**config.mk**
```make
export PLATFORM = sky130hd
export DESIGN_NAME = csa_sub_seq_flat
export DESIGN_NICKNAME = d
export VERILOG_FILES = /design/src/rtl/csa_sub_seq_if.sv /design/src/rtl/csa_sub_seq.sv /design/src/flat_wrapper.sv
export SDC_FILE = /design/constraint.sdc
export NUM_CORES = 1
export LEC_CHECK = 0
export BUFFER_PORTS_ARGS = -buffer_cell sky130_fd_sc_hd__buf_4
export CORE_AREA = 2 2 82 100
export CTS_CLUSTER_DIAMETER = 40
export DETAILED_ROUTE_END_ITERATION = 10
export DIE_AREA = 0 0 84 102
export PLACE_DENSITY_LB_ADDON = 0.1
export SYNTH_ARGS = -nofsm -noshare
export SYNTH_HDL_FRONTEND = slang
export SYNTH_SLANG_ARGS = --single-unit
```
**constraint.sdc**
```tcl
create_clock -name i_clk -period 5.1 [get_ports i_clk]
set_input_delay 0.255 -clock i_clk [delete_from_list [all_inputs] [get_ports i_clk]]
set_output_delay 0.255 -clock i_clk [all_outputs]
set_load 0.01 [all_outputs]
```
**src/rtl/csa_sub_seq_if.sv**
```systemverilog
// Request/result handshake bundle for the sequential carry-select subtractor.
// Signal names are seen from the subtractor's side of the link.
interface csa_sub_seq_if #(
  parameter int WIDTH = 16
);
  logic             i_valid;
  logic             o_ready;
  logic [WIDTH-1:0] i_sub_term1;
  logic [WIDTH-1:0] i_sub_term2;
  logic             o_valid;
  logic             i_ready;
  logic [WIDTH-1:0] diff;
  logic             bout;
  logic             ovf;

  modport slave (
    input  i_valid, i_sub_term1, i_sub_term2, i_ready,
    output o_ready, o_valid, diff, bout, ovf
  );

  modport master (
    output i_valid, i_sub_term1, i_sub_term2, i_ready,
    input  o_ready, o_valid, diff, bout, ovf
  );
endinterface

```
**src/rtl/csa_sub_seq.sv**
```systemverilog
// Multi-cycle subtractor: DIFF = A - B, one 4-bit carry-select slice per clock, LSB slice first.
// state | meaning
// IDLE  | waiting for a request, o_ready=1
// RUN   | processing slice idx_q, one per edge
// DONE  | result held on diff/bout/ovf until i_ready
module csa_sub_seq #(
  parameter int WIDTH = 16,
  parameter int SLICE = 4
) (
  input  logic         i_clk,
  input  logic         i_rst_n,
  csa_sub_seq_if.slave bus
);
  localparam int NSLICE = WIDTH / SLICE;
  localparam int IDXW   = (NSLICE > 1) ? $clog2(NSLICE) : 1;

  typedef enum logic [1:0] {IDLE, RUN, DONE} state_t;

  state_t           state_q, state_d;
  logic [WIDTH-1:0] a_q, a_d;
  logic [WIDTH-1:0] bn_q, bn_d;
  logic [WIDTH-1:0] diff_q, diff_d;
  logic [IDXW-1:0]  idx_q, idx_d;
  logic             carry_q, carry_d;
  logic             bout_q, bout_d;
  logic             ovf_q, ovf_d;

  int unsigned      base;
  logic [SLICE-1:0] a_sl, bn_sl;
  logic [SLICE:0]   s0, s1, sel;

  always_ff @(posedge i_clk or negedge i_rst_n) begin
    if (!i_rst_n) begin
      state_q <= IDLE;
      a_q     <= '0;
      bn_q    <= '0;
      diff_q  <= '0;
      idx_q   <= '0;
      carry_q <= 1'b1;
      bout_q  <= 1'b0;
      ovf_q   <= 1'b0;
    end else begin
      state_q <= state_d;
      a_q     <= a_d;
      bn_q    <= bn_d;
      diff_q  <= diff_d;
      idx_q   <= idx_d;
      carry_q <= carry_d;
      bout_q  <= bout_d;
      ovf_q   <= ovf_d;
    end
  end

  always_comb begin
    state_d = state_q;
    a_d     = a_q;
    bn_d    = bn_q;
    diff_d  = diff_q;
    idx_d   = idx_q;
    carry_d = carry_q;
    bout_d  = bout_q;
    ovf_d   = ovf_q;

    // Both carry-in variants are formed; the stored inter-slice carry picks one.
    base  = int'(idx_q) * SLICE;
    a_sl  = a_q[base +: SLICE];
    bn_sl = bn_q[base +: SLICE];
    s0    = {1'b0, a_sl} + {1'b0, bn_sl};
    s1    = s0 + (SLICE+1)'(1);
    sel   = carry_q ? s1 : s0;

    unique case (state_q)
      IDLE: begin
        if (bus.i_valid) begin
          a_d     = bus.i_sub_term1;
          bn_d    = ~bus.i_sub_term2;
          carry_d = 1'b1;
          idx_d   = '0;
          diff_d  = '0;
          state_d = RUN;
        end
      end
      RUN: begin
        diff_d[base +: SLICE] = sel[SLICE-1:0];
        carry_d = sel[SLICE];
        idx_d   = idx_q + IDXW'(1);
        if (idx_q == IDXW'(NSLICE - 1)) begin
          state_d = DONE;
          bout_d  = ~sel[SLICE];
          // Operand signs differ (bn holds ~B) and result sign differs from A.
          ovf_d   = (a_q[WIDTH-1] == bn_q[WIDTH-1]) && (sel[SLICE-1] != a_q[WIDTH-1]);
        end
      end
      DONE: begin
        if (bus.i_ready) state_d = IDLE;
      end
      default: state_d = IDLE;
    endcase
  end

  assign bus.o_ready = (state_q == IDLE);
  assign bus.o_valid = (state_q == DONE);
  assign bus.diff    = diff_q;
  assign bus.bout    = bout_q;
  assign bus.ovf     = ovf_q;
endmodule

```
**src/flat_wrapper.sv**
```systemverilog
// flat-port wrapper written by rule: the top's interface ports become plain ports
module csa_sub_seq_flat 
#(
  parameter int WIDTH = 16,
  parameter int SLICE = 4
)
  (i_clk, i_rst_n, bus_i_valid, bus_i_sub_term1, bus_i_sub_term2, bus_i_ready, bus_o_ready, bus_o_valid, bus_diff, bus_bout, bus_ovf);
  csa_sub_seq_if #(.WIDTH(WIDTH)) bus_i ();
  input  logic i_clk;
  input  logic i_rst_n;
  input wire logic [$bits(bus_i.i_valid)-1:0] bus_i_valid;
  input wire logic [$bits(bus_i.i_sub_term1)-1:0] bus_i_sub_term1;
  input wire logic [$bits(bus_i.i_sub_term2)-1:0] bus_i_sub_term2;
  input wire logic [$bits(bus_i.i_ready)-1:0] bus_i_ready;
  output wire logic [$bits(bus_i.o_ready)-1:0] bus_o_ready;
  output wire logic [$bits(bus_i.o_valid)-1:0] bus_o_valid;
  output wire logic [$bits(bus_i.diff)-1:0] bus_diff;
  output wire logic [$bits(bus_i.bout)-1:0] bus_bout;
  output wire logic [$bits(bus_i.ovf)-1:0] bus_ovf;
  assign bus_i.i_valid = bus_i_valid;
  assign bus_i.i_sub_term1 = bus_i_sub_term1;
  assign bus_i.i_sub_term2 = bus_i_sub_term2;
  assign bus_i.i_ready = bus_i_ready;
  assign bus_o_ready = bus_i.o_ready;
  assign bus_o_valid = bus_i.o_valid;
  assign bus_diff = bus_i.diff;
  assign bus_bout = bus_i.bout;
  assign bus_ovf = bus_i.ovf;
  csa_sub_seq #(.WIDTH(WIDTH), .SLICE(SLICE)) u_core (.i_clk(i_clk), .i_rst_n(i_rst_n), .bus(bus_i));
endmodule
```
# Word-level counts from Yosys, hierarchy flattened
# Index checks and enable logic that the tools add are counted.
[op_classes] n_addsub=4 n_eq_ne=8 shift=4 n_mux=12 n_bitwise=2 n_reduce_logical=7
[ops] operator="$neg A4 Y34" n=1
[ops] operator="$shift A4 B34 Y16 const A" n=1
[ops] operator="$shiftx A4 B34 Y16" n=1
[ops] operator="$pmux W16 S2" n=1
[ops] operator="$shiftx A16 B5 Y4" n=2
[ops] operator="$bwmux W16" n=1
[ops] operator="$mux W16" n=1
[ops] operator="$not A16 Y16" n=1
[ops] operator="$mux W2" n=4
[ops] operator="$pmux W2 S3" n=1
[ops] operator="$reduce_and A2 Y1" n=3
[ops] operator="$add A4 B4 Y5" n=1
[ops] operator="$add A5 B1 Y5 const B" n=1
[ops] operator="$mux W5" n=1
[ops] operator="$eq A2 B2 Y1 const B" n=2
[ops] operator="$ne A2 B2 Y1 const B" n=2
[ops] operator="$pmux W2 S2" n=1
[ops] operator="$reduce_and A3 Y1" n=1
[ops] operator="$add A2 B1 Y2 const B" n=1
[ops] operator="$eq A2 B1 Y1 const B" n=1
[ops] operator="$logic_not A2 Y1" n=1
[ops] operator="$ne A2 B1 Y1 const B" n=1
[ops] operator="$pmux W1 S2" n=1
[ops] operator="$reduce_bool A2 Y1" n=1
[ops] operator="5 further kinds" n=5
[totals] regBits=55 inputBits=36 output_inout_bits=20 wordCells=45

# Depth between registers and ports, before layout
# Gate-level depths: netlist of the first run.
[depth] depth_word=7 depth_mapped=9

# Worst setup path before layout of the first run
# No wires, ideal clock.
[synth_timing] kind="reg-to-reg" startpoint="register u_core.idx_q[0]" endpoint="register u_core.ovf_q, in the netlist u_core.bus.ovf" setup_time_ps=126 arrival_ps=3287 t_required_ps=4974 slack_ps=1687 stages_incl_launch_ff=10 cell_sequence="dfrtp_1 -> clkbuf_1 -> mux4_2 -> ha_1 -> fa_1 -> xnor2_1 -> or4_1 -> o211ai_2 -> nor3_1 -> a221o_1"
[synth_between] elab_chain_len=6
[synth_lines] item="start, declared" line="csa_sub_seq.sv:23" source="logic [IDXW-1:0] idx_q, idx_d;"
[synth_lines] item="start signal, assigned" line="csa_sub_seq.sv:47" source="idx_q <= idx_d;"
[synth_lines] item="$shiftx A16 B5 Y4, on equally long branches" line="csa_sub_seq.sv:66, csa_sub_seq.sv:67"
[synth_lines] item="$add A4 B4 Y5" line="csa_sub_seq.sv:68" source="s0 = {1'b0, a_sl} + {1'b0, bn_sl};"
[synth_lines] item="$add A5 B1 Y5" line="csa_sub_seq.sv:69" source="s1 = s0 + (SLICE+1)'(1);"
[synth_lines] item="$mux W5" line="csa_sub_seq.sv:70" source="sel = carry_q ? s1 : s0;"
[synth_lines] item="$ne A1 B1 Y1" line="csa_sub_seq.sv:91" source="ovf_d = (a_q[WIDTH-1] == bn_q[WIDTH-1]) && (sel[SLICE-1] != a_q[WIDTH-1]);"
[synth_lines] item="$logic_and A1 B1 Y1" line="csa_sub_seq.sv:91"
[synth_lines] item="end signal, assigned" line="csa_sub_seq.sv:50" source="ovf_q <= ovf_d;"
[synth_lines] item="end, declared" line="csa_sub_seq.sv:26" source="logic ovf_q, ovf_d;"
# Several ways; a longest one is shown, not always the timed one.
# A chain may end at the register's enable or synchronous reset.

# Worst setup path in the final report of the first run
# Same ends and word-level chain as after synthesis.

==> results of run 1 <==
==> final cells by class <==
cell class	count	area [µm²]	area share
clock buffers	6	72.6	0.0229
inverters	8	30.0	0.00948
flip-flops and latches	55	1380	0.435
repair buffers	56	420	0.133
multi-input cells	148	1140	0.360
well taps	92	115	0.0363
clock inverters	2	12.5	0.00395
==> sequential cells by signal, indices dropped and copies added, names as in the netlist <==
register	flops
u_core.a_q	16
u_core.bn_q	16
u_core.bus.bout	1
u_core.bus.diff	16
u_core.bus.ovf	1
u_core.carry_q	1
u_core.idx_q	2
u_core.state_q	2
==> cells in the final DEF, fill, tap and decap left out, types with 2 or more instances in the layout <==
cell and n:
mux2_1 2, mux2_2 14, a21o_1 2, dfrtp_1 54, nand2b_1 4, a21oi_1 3
xnor2_1 4, a22o_1 3, nor2_1 3, clkbuf_8 5, mux4_2 8, buf_4 56
ha_1 9, nand2_1 36, inv_1 8, nor3_1 5, nand3_1 2, o21ai_0 27
o2bb2ai_1 6
==> layer usage <==
| layer | up-vias | global-route usage | wire length [µm] |
|---|---|---|---|
| li1 | 891 | - | - |
| met1 | 851 | 0.181 | 2590 |
| met2 | 46 | 0.225 | 2640 |
| met3 | 6 | 0.0315 | 256 |
| met4 | 0 | 0.0372 | 67 |
| met5 | - | 0 | 0 |
==> where the power goes <==
group | switching (mW) | internal (mW)
registers | 0.166 | 0.637
logic | 0.760 | 0.636
clock network | 0.142 | 0.0964
total | 1.07 | 1.37
==> worst max-delay path by stage <==
stage,start,endpoint,depth (start not counted)
final,u_core.idx_q[0],u_core.bus.ovf,8
after global placement,u_core.idx_q[0],u_core.bus.ovf,8
after CTS,u_core.idx_q[0],u_core.bus.ovf,8
after floorplan,u_core.idx_q[0],u_core.bus.ovf,9
after detailed placement,u_core.idx_q[0],u_core.bus.ovf,8
after global routing,u_core.idx_q[0],u_core.bus.ovf,8
==> cell families (layout without fill, tap and decap cells) <==
| family | count (synthesis) | count (layout) | synth area share |
|---|---|---|---|
| and+or+nand+nor | 57 | 57 | 0.0992 |
| DFF | 55 | 55 | 0.533 |
| AOI/OAI and AO/OA | 51 | 51 | 0.130 |
| muxes | 25 | 25 | 0.143 |
| buffers and inverters | 18 | 72 | 0.0261 |
| adders and majority gates | 10 | 10 | 0.0513 |
| xor gates and xnor gates | 5 | 5 | 0.0169 |
==> Yosys cell counts (all sizes together) (2+ instances only) <==
| master | count | area, µm² |
|---|---|---|
| a22o | 3 | 26.3 |
| inv | 8 | 30.0 |
| clkbuf | 9 | 33.8 |
| nand3 | 2 | 10.0 |
| mux2 | 16 | 180 |
| mux4 | 8 | 180 |
| nand2 | 36 | 135 |
| nor2 | 3 | 11.3 |
| o2bb2ai | 6 | 52.6 |
| xnor2 | 4 | 35.0 |
| nand2b | 4 | 25.0 |
| a21oi | 3 | 15.0 |
| ha | 9 | 113 |
| o211ai | 2 | 20.0 |
| o21ai | 28 | 140 |
| nor3 | 5 | 25.0 |
| a21o | 3 | 23.8 |
| dfrtp | 54 | 1350 |
==> metrics by stage <==
step / utilization / hold WS (ps) / instance area (µm²) / cells / worst slack (ps)
2_1_floorplan: - / -40.6 / 2580 / 221 / 1690
3_3_place_gp: 0.407 / 354 / 3080 / 359 / 1650
3_5_place_dp: 0.407 / 352 / 3080 / 359 / 1560
4_1_cts: 0.418 / 10.6 / 3170 / 367 / 1540
5_1_grt: 0.418 / 38.5 / 3170 / 367 / 1360
6_report: 0.418 / -37.4 / 3170 / 367 / 1580
==> results.toml, run 1 <==
[floorplanning]
die_y_um = 102
dieWidth_um = 84
dieArea_um2 = 8570
core_um2 = 7580
io_pins = 56
rows = 35
initial_core_util = 0.341

[yosys]
ys_ff_latch = 55
syn-num-nets = 267
yosys_warnings = 0
synth_edf_count = 0
yosysSeqAreaShare = 0.533
synthArstFlopShare = 1.00
syn-instance-count = 221
netlist_area_um2 = 2580
syn_area_per_cell_um2 = 11.7
ys.flop_type = "dfrtp_1"
ys_types = 40

[clocking]
cts_buffer_depth = 2
root_buffer = "clkbuf_8"
cts_resized = 0
postCtsHoldBufs = 0
clk_pin_slew_worst_paths_ps = 100
htreeDepth = 2
insertion_delay_ps = 310
cts_made_buffers = 5
post_cts_buffers = 0
cts.sinks = 55
cts_tree = "yes"

[cells_and_area]
syn_to_final_growth_pct = 22.6
fin_nets = 320
antenna_cells = 0
nFillCells = 760
drive_above_1_share = 0.331

[sta]
finalSetupTns_ps = 0
fmax_mhz = 284
whs_ps = -37.4
hold_viol = 32
timing.final.crit_share = 0.691
setup_viol = 0
worst_slew_pin_slew_ps = 720
grt_setup_unrepaired = "no"
period_minus_slack_ps = 3520
fin_worst_skew_ps = 9.87
max-slew-margin-rel = 0.520
final_max_slew_viol_count = 0

[detailed_routing]
vias_per_cell = 4.89
drc = 0
first_pass_iters = 4
wl_per_cell_um = 15.1
drtIter0Drc = 76
antenna_left = 0
dr_total_vias = 1794
wirelength_mm = 5.56

[power]
power_density_nw_per_um2 = 769
peakVddDrop_mv = 0.428
leakagePower_nw = 1.47
total_power_mw = 2.44

[grt]
grt_pass1_wl_mm = 9.18
grt_max_degree = 56
antenna_found_initial = 0
grt-ovfl-total = 0
grt_pass1_vias = 1769
grt.total_usage = 0.136

[worst_setup_path]
crit_slowest_cell = "dfrtp_1"
r2r-end = "u_core.bus.ovf"
worstPathCellList = "mux4_2, ha_1, fa_1, xnor2_1, or4_1, o211ai_2, nor3_1, a221o_1"
cp-end-kind = "flip-flop"
worstPathArrival_ps = 3720
cp.required_ps = 5300
path_buf_inv = 0
rr_worst_depth = 8
crit_fanout = 16
cp_top_family = "flip-flops"
worst-setup-path-type = "reg -> reg"
max_stage_delay_ps = 820
rr_startpoint = "u_core.idx_q[0]"
start_kind = "flip-flop"
r2r_setup_slack_ps = 1580

[place]
hpwl_mm = 4.13
port_buffers = 55
gp_congestion = 0.802

[status]
status = "finished, violations left"
violations = "hold timing"

[job]
maxCapViolations = 0

[hold_path]
hp-class = "in -> async"
No activity file was read; power rests on OpenSTA's default activity.
==> run 2, diff against run 1 <==
==> constraint.sdc (replaced) <==
create_clock -name i_clk -period 3.4 [get_ports i_clk]
set_input_delay 0.17 -clock i_clk [delete_from_list [all_inputs] [get_ports i_clk]]
set_output_delay 0.17 -clock i_clk [all_outputs]
set_load 0.01 [all_outputs]
==> run 2 against run 1 <==
The flow now finishes without violations. Critical path type unchanged. Routed wire length down 0.79%. First-iteration DRC count down 18%. Die area unchanged. Clock power up 86%. Clock skew up 3.0 ps. Via count up 0.89%. Power up 56%. Register-to-register slack worse by 1300 ps. Largest cell class unchanged. Critical path depth unchanged. Worst setup slack worse by 1300 ps. Sequential share of layout area down 0.91 points. Sequential power up 47%.
==> results.toml, run 2 (same netlist as run 1, synthesis figures left out) <==
[sta]
timing.final.crit_share = 0.918
setup_viol = 0
fin_ws_ps = 277
fmax_mhz = 320
max-slew-margin-rel = 0.541
finalSetupTns_ps = 0
grt_setup_unrepaired = "no"
final_max_slew_viol_count = 0
worst_slew_pin_slew_ps = 689
fin_worst_skew_ps = 12.9
hold_viol = 0
period_minus_slack_ps = 3120

[detailed_routing]
drc = 0
antenna_left = 0
first_pass_iters = 4
dr_total_vias = 1810
drtIter0Drc = 62
wirelength_mm = 5.52
wl_per_cell_um = 14.8
vias_per_cell = 4.87

[power]
total_power_mw = 3.79
leakagePower_nw = 1.51
peakVddDrop_mv = 0.647
power_density_nw_per_um2 = 1170

[cells_and_area]
final_cell_mix = "buf_4 (60), dfrtp_1 (54), nand2_1 (36)"
post-route-util = 0.427
instances_no_fill = 372
antenna_cells = 0
drive_above_1_share = 0.343
syn_to_final_growth_pct = 25.2
fin_nets = 325
final_common_cell = "buf_4"

[worst_setup_path]
crit_fanout = 6
worstPathCellList = "mux4_2, ha_1, fa_1, xnor2_1, or4_1, o211ai_2, nor3_1, a221o_1"
startpoint = "u_core.idx_q[0]"
max_stage_delay_ps = 560
worst-setup-path-type = "reg -> reg"
start_kind = "flip-flop"
r2r_setup_slack_ps = 280
rr_startpoint = "u_core.idx_q[0]"
crit_slowest_cell = "mux4_2"
worstPathArrival_ps = 3330
rr_worst_depth = 8
r2r-end = "u_core.bus.ovf"
cp.required_ps = 3610
cp-end-kind = "flip-flop"

[hold_path]
whs_path_depth = 2
min_to = "u_core.state_q[1]"
hp-class = "in -> reg"
min_from = "bus_i_ready"

[floorplanning]
io_pins = 56
rows = 35
dieArea_um2 = 8570
initial_core_util = 0.341
dieWidth_um = 84
core_um2 = 7580
die_y_um = 102

[clocking]
cts_tree = "yes"
insertion_delay_ps = 310
cts_buffer_depth = 2
root_buffer = "clkbuf_8"
clk_pin_slew_worst_paths_ps = 100
cts_made_buffers = 5
post_cts_buffers = 0
cts_resized = 0
htreeDepth = 2
postCtsHoldBufs = 1
cts.sinks = 55

[job]
maxCapViolations = 0

[place]
port_buffers = 55
post-place-ws_ps = 251
gp_congestion = 0.752
place_inst = 363
hpwl_mm = 4.15

[grt]
antenna_found_initial = 0
grt_pass1_vias = 1805
grt_max_degree = 56
grt.total_usage = 0.137
grt-ovfl-total = 0
grt_pass1_wl_mm = 9.21

[status]
status = "finished, final reports clean"
-- run 2: area by class of cell --
type                            count  area [µm²]
Fill cell                         747        4340
Sequential cell                    55        1380
Multi-Input combinational cell    148        1140
Timing Repair Buffer               61         460
Tap cell                           92         115
Clock buffer                        5        68.8
Clock inverter                      3        43.8
Inverter                            8        30.0
-- run 2: metal layers --
| metal | track usage | part of all wire | up-vias |
|---|---|---|---|
| li1 | - | - | 909 |
| met1 | 0.179 | 0.45 | 846 |
| met2 | 0.232 | 0.49 | 49 |
| met3 | 0.0258 | 0.048 | 6 |
| met4 | 0.0447 | 0.013 | 0 |
| met5 | 0 | 0 | - |
-- run 2: worst max path at each step --
| stage | cells past startpoint | slack [ps] | endpoint |
|---|---|---|---|
| floorplan | 9 | 150 | u_core.bus.ovf |
| global placement | 8 | 320 | u_core.bus.ovf |
| detailed placement | 8 | 250 | u_core.bus.ovf |
| CTS | 8 | 230 | u_core.bus.ovf |
| global route | 8 | 90 | u_core.bus.ovf |
| finish | 8 | 280 | u_core.bus.ovf |
-- run 2: where the power goes --
group | switching, mW | total (mW) | internal (mW) | leakage [nW]
sequential | 0.220 | 1.18 | 0.956 | 0.693
combinational | 1.16 | 2.17 | 1.01 | 0.764
clock | 0.223 | 0.443 | 0.220 | 0.0581
total | 1.60 | 3.79 | 2.19 | 1.51
-- run 2: worst max-delay path, delay by kind of cell (launching register included) --
kind	cells	cell delay (ps)
adder cells (fa/ha/maj)	2	690
AND/OR/NAND/NOR	2	650
flip-flops	1	520
XOR/XNOR	1	160
AO/OA/AOI/OAI	2	440
multiplexers	1	560
-- run 2: stage by stage --
stage	cell area [µm²]	hold WS [ps]
2_1_floorplan	2590	-126
3_3_place_gp	3110	266
3_5_place_dp	3110	268
4_1_cts	3240	16.7
5_1_grt	3240	26.5
6_report	3240	25.3
==> run 3, diff against run 2 <==
--- a/config.mk
+++ b/config.mk
@@ -6,10 +6,10 @@
 export NUM_CORES = 1
 export LEC_CHECK = 0
 export BUFFER_PORTS_ARGS = -buffer_cell sky130_fd_sc_hd__buf_4
-export CORE_AREA = 2 2 82 100
+export CORE_AREA = 2 2 70 85
 export CTS_CLUSTER_DIAMETER = 40
 export DETAILED_ROUTE_END_ITERATION = 10
-export DIE_AREA = 0 0 84 102
+export DIE_AREA = 0 0 72 87
 export PLACE_DENSITY_LB_ADDON = 0.1
 export SYNTH_ARGS = -nofsm -noshare
 export SYNTH_HDL_FRONTEND = slang
==> run 3 against run 2 <==
Clock power down 18%. Sequential power about the same. Count of clock-buffer cells in the layout up 1. Critical path depth unchanged. Largest cell class unchanged. Non-clock buffer count unchanged. Critical path type unchanged. Sequential cell count unchanged. Largest power group unchanged.
==> results.toml, run 3 (same netlist as run 1, synthesis figures left out) <==
[worst_setup_path]
crit_fanout = 6
worst-setup-path-type = "reg -> reg"
start_kind = "flip-flop"
crit_slowest_cell = "mux4_2"
rr_startpoint = "u_core.idx_q[0]"
cp-end-kind = "flip-flop"
startpoint = "u_core.idx_q[0]"
worstPathArrival_ps = 3270
cp.required_ps = 3600
max_stage_delay_ps = 540
worstPathCellList = "mux4_2, ha_1, fa_1, xnor2_1, or4_1, o211ai_2, nor3_1, a221o_1"

[floorplanning]
die_y_um = 87
dieArea_um2 = 6260
dieWidth_um = 72
core_um2 = 5520
initial_core_util = 0.468
rows = 30
io_pins = 56

[grt]
grt_pass1_wl_mm = 8.60
antenna_found_initial = 0
grt_pass1_vias = 1811
grt.total_usage = 0.179
grt-ovfl-total = 0
grt_max_degree = 56

[sta]
timing.final.crit_share = 0.901
fin_worst_skew_ps = 6.33
worst_slew_pin_slew_ps = 805
setup_viol = 0
fmax_mhz = 326
grt_setup_unrepaired = "no"
final_max_slew_viol_count = 0
hold_viol = 0
max-slew-margin-rel = 0.462
finalSetupTns_ps = 0
period_minus_slack_ps = 3060

[detailed_routing]
wirelength_mm = 5.05
drtIter0Drc = 69
drc = 0
antenna_left = 0
dr_total_vias = 1799
vias_per_cell = 5.24
wl_per_cell_um = 14.7
first_pass_iters = 5

[cells_and_area]
nFillCells = 495
final_cell_mix = "buf_4 (60), dfrtp_1 (54), nand2_1 (36)"
drive_above_1_share = 0.341
final_common_cell = "buf_4"
fin_nets = 325
syn_to_final_growth_pct = 22.8
antenna_cells = 0

[power]
total_power_mw = 3.70
power_density_nw_per_um2 = 1170
peakVddDrop_mv = 0.657
leakagePower_nw = 1.50

[status]
status = "finished, final reports clean"

[clocking]
cts.sinks = 55
root_buffer = "clkbuf_8"
cts_buffer_depth = 2
htreeDepth = 2
clk_pin_slew_worst_paths_ps = 90
cts_made_buffers = 5
insertion_delay_ps = 310
cts_tree = "yes"

[hold_path]
min_from = "bus_i_sub_term2[10]"
hp-class = "in -> reg"

[job]
maxCapViolations = 0

[place]
gp_congestion = 0.746
hpwl_mm = 3.77
port_buffers = 55
run 3: changes by cell type in the layout (fill, tap and decap cells not counted):
cell       change
bufinv_16      -1
clkinv_4       -1
clkbuf_8       +1
run 3: final cells by class:
cell class | instances | area [µm²] | share of cell area
flip-flops and latches | 55 | 1380 | 0.434
multi-input cells | 148 | 1140 | 0.359
repair buffers | 61 | 460 | 0.145
clock buffers | 6 | 82.6 | 0.0260
well taps | 64 | 80.1 | 0.0252
inverters | 8 | 30.0 | 0.00946
clock inverters | 1 | 5.00 | 0.00158
run 3: repair_timing:
| action | 4_1_cts | 5_1_grt |
|---|---|---|
| hold buffers | 1 | 0 |
| resized for setup | 0 | 0 |
| setup buffers | 0 | 0 |
| endpoints found under the hold margin | 54 | 0 |
run 3: worst max-delay path: cells and delay by family (launching register included):
kind | cells | cell delay [ps]
and+or+nand+nor | 2 | 640
DFF | 1 | 510
muxes | 1 | 540
xor gates and xnor gates | 1 | 160
AOI/OAI and AO/OA | 2 | 410
adders and majority gates | 2 | 690
run 3: power by group:
part	switching, mW	internal [mW]	leakage [nW]
clock network	0.203	0.160	0.0470
registers	0.212	0.956	0.693
logic	1.16	1.01	0.764
total	1.57	2.13	1.50
run 3: per-layer routing:
layer  GRT usage  part of all wire  wire length [µm]  vias up
li1            -                 -                 -      898
met1       0.231              0.44              2200      853
met2       0.308              0.51              2580       42
met3      0.0313             0.039               197        6
met4      0.0566             0.014                72        0
met5           0                 0                 0        -
run 3: final timing paths:
path / depth (start not counted) / slack (ps) / to
setup / recovery: 8 / 340 / u_core.bus.ovf
hold / removal: 2 / 40 / u_core.bn_q[10]
setup reg to reg: 8 / 340 / u_core.bus.ovf
hold reg to reg: 2 / 490 / u_core.bn_q[5]
max in group asynchronous: 2 / 2500 / u_core.a_q[5]
min in group asynchronous: 2 / 450 / u_core.bus.diff[6]
run 3: through the flow:
step | util | hold slack [ps] | instances | instance area [µm²] | setup WS, ps
2_1_floorplan | - | -126 | 221 | 2590 | 148
3_3_place_gp | 0.558 | 260 | 335 | 3080 | 349
3_5_place_dp | 0.558 | 266 | 335 | 3080 | 296
4_1_cts | 0.576 | 33.2 | 343 | 3180 | 304
5_1_grt | 0.576 | 35.3 | 343 | 3180 | 132
6_report | 0.576 | 44.5 | 343 | 3180 | 335
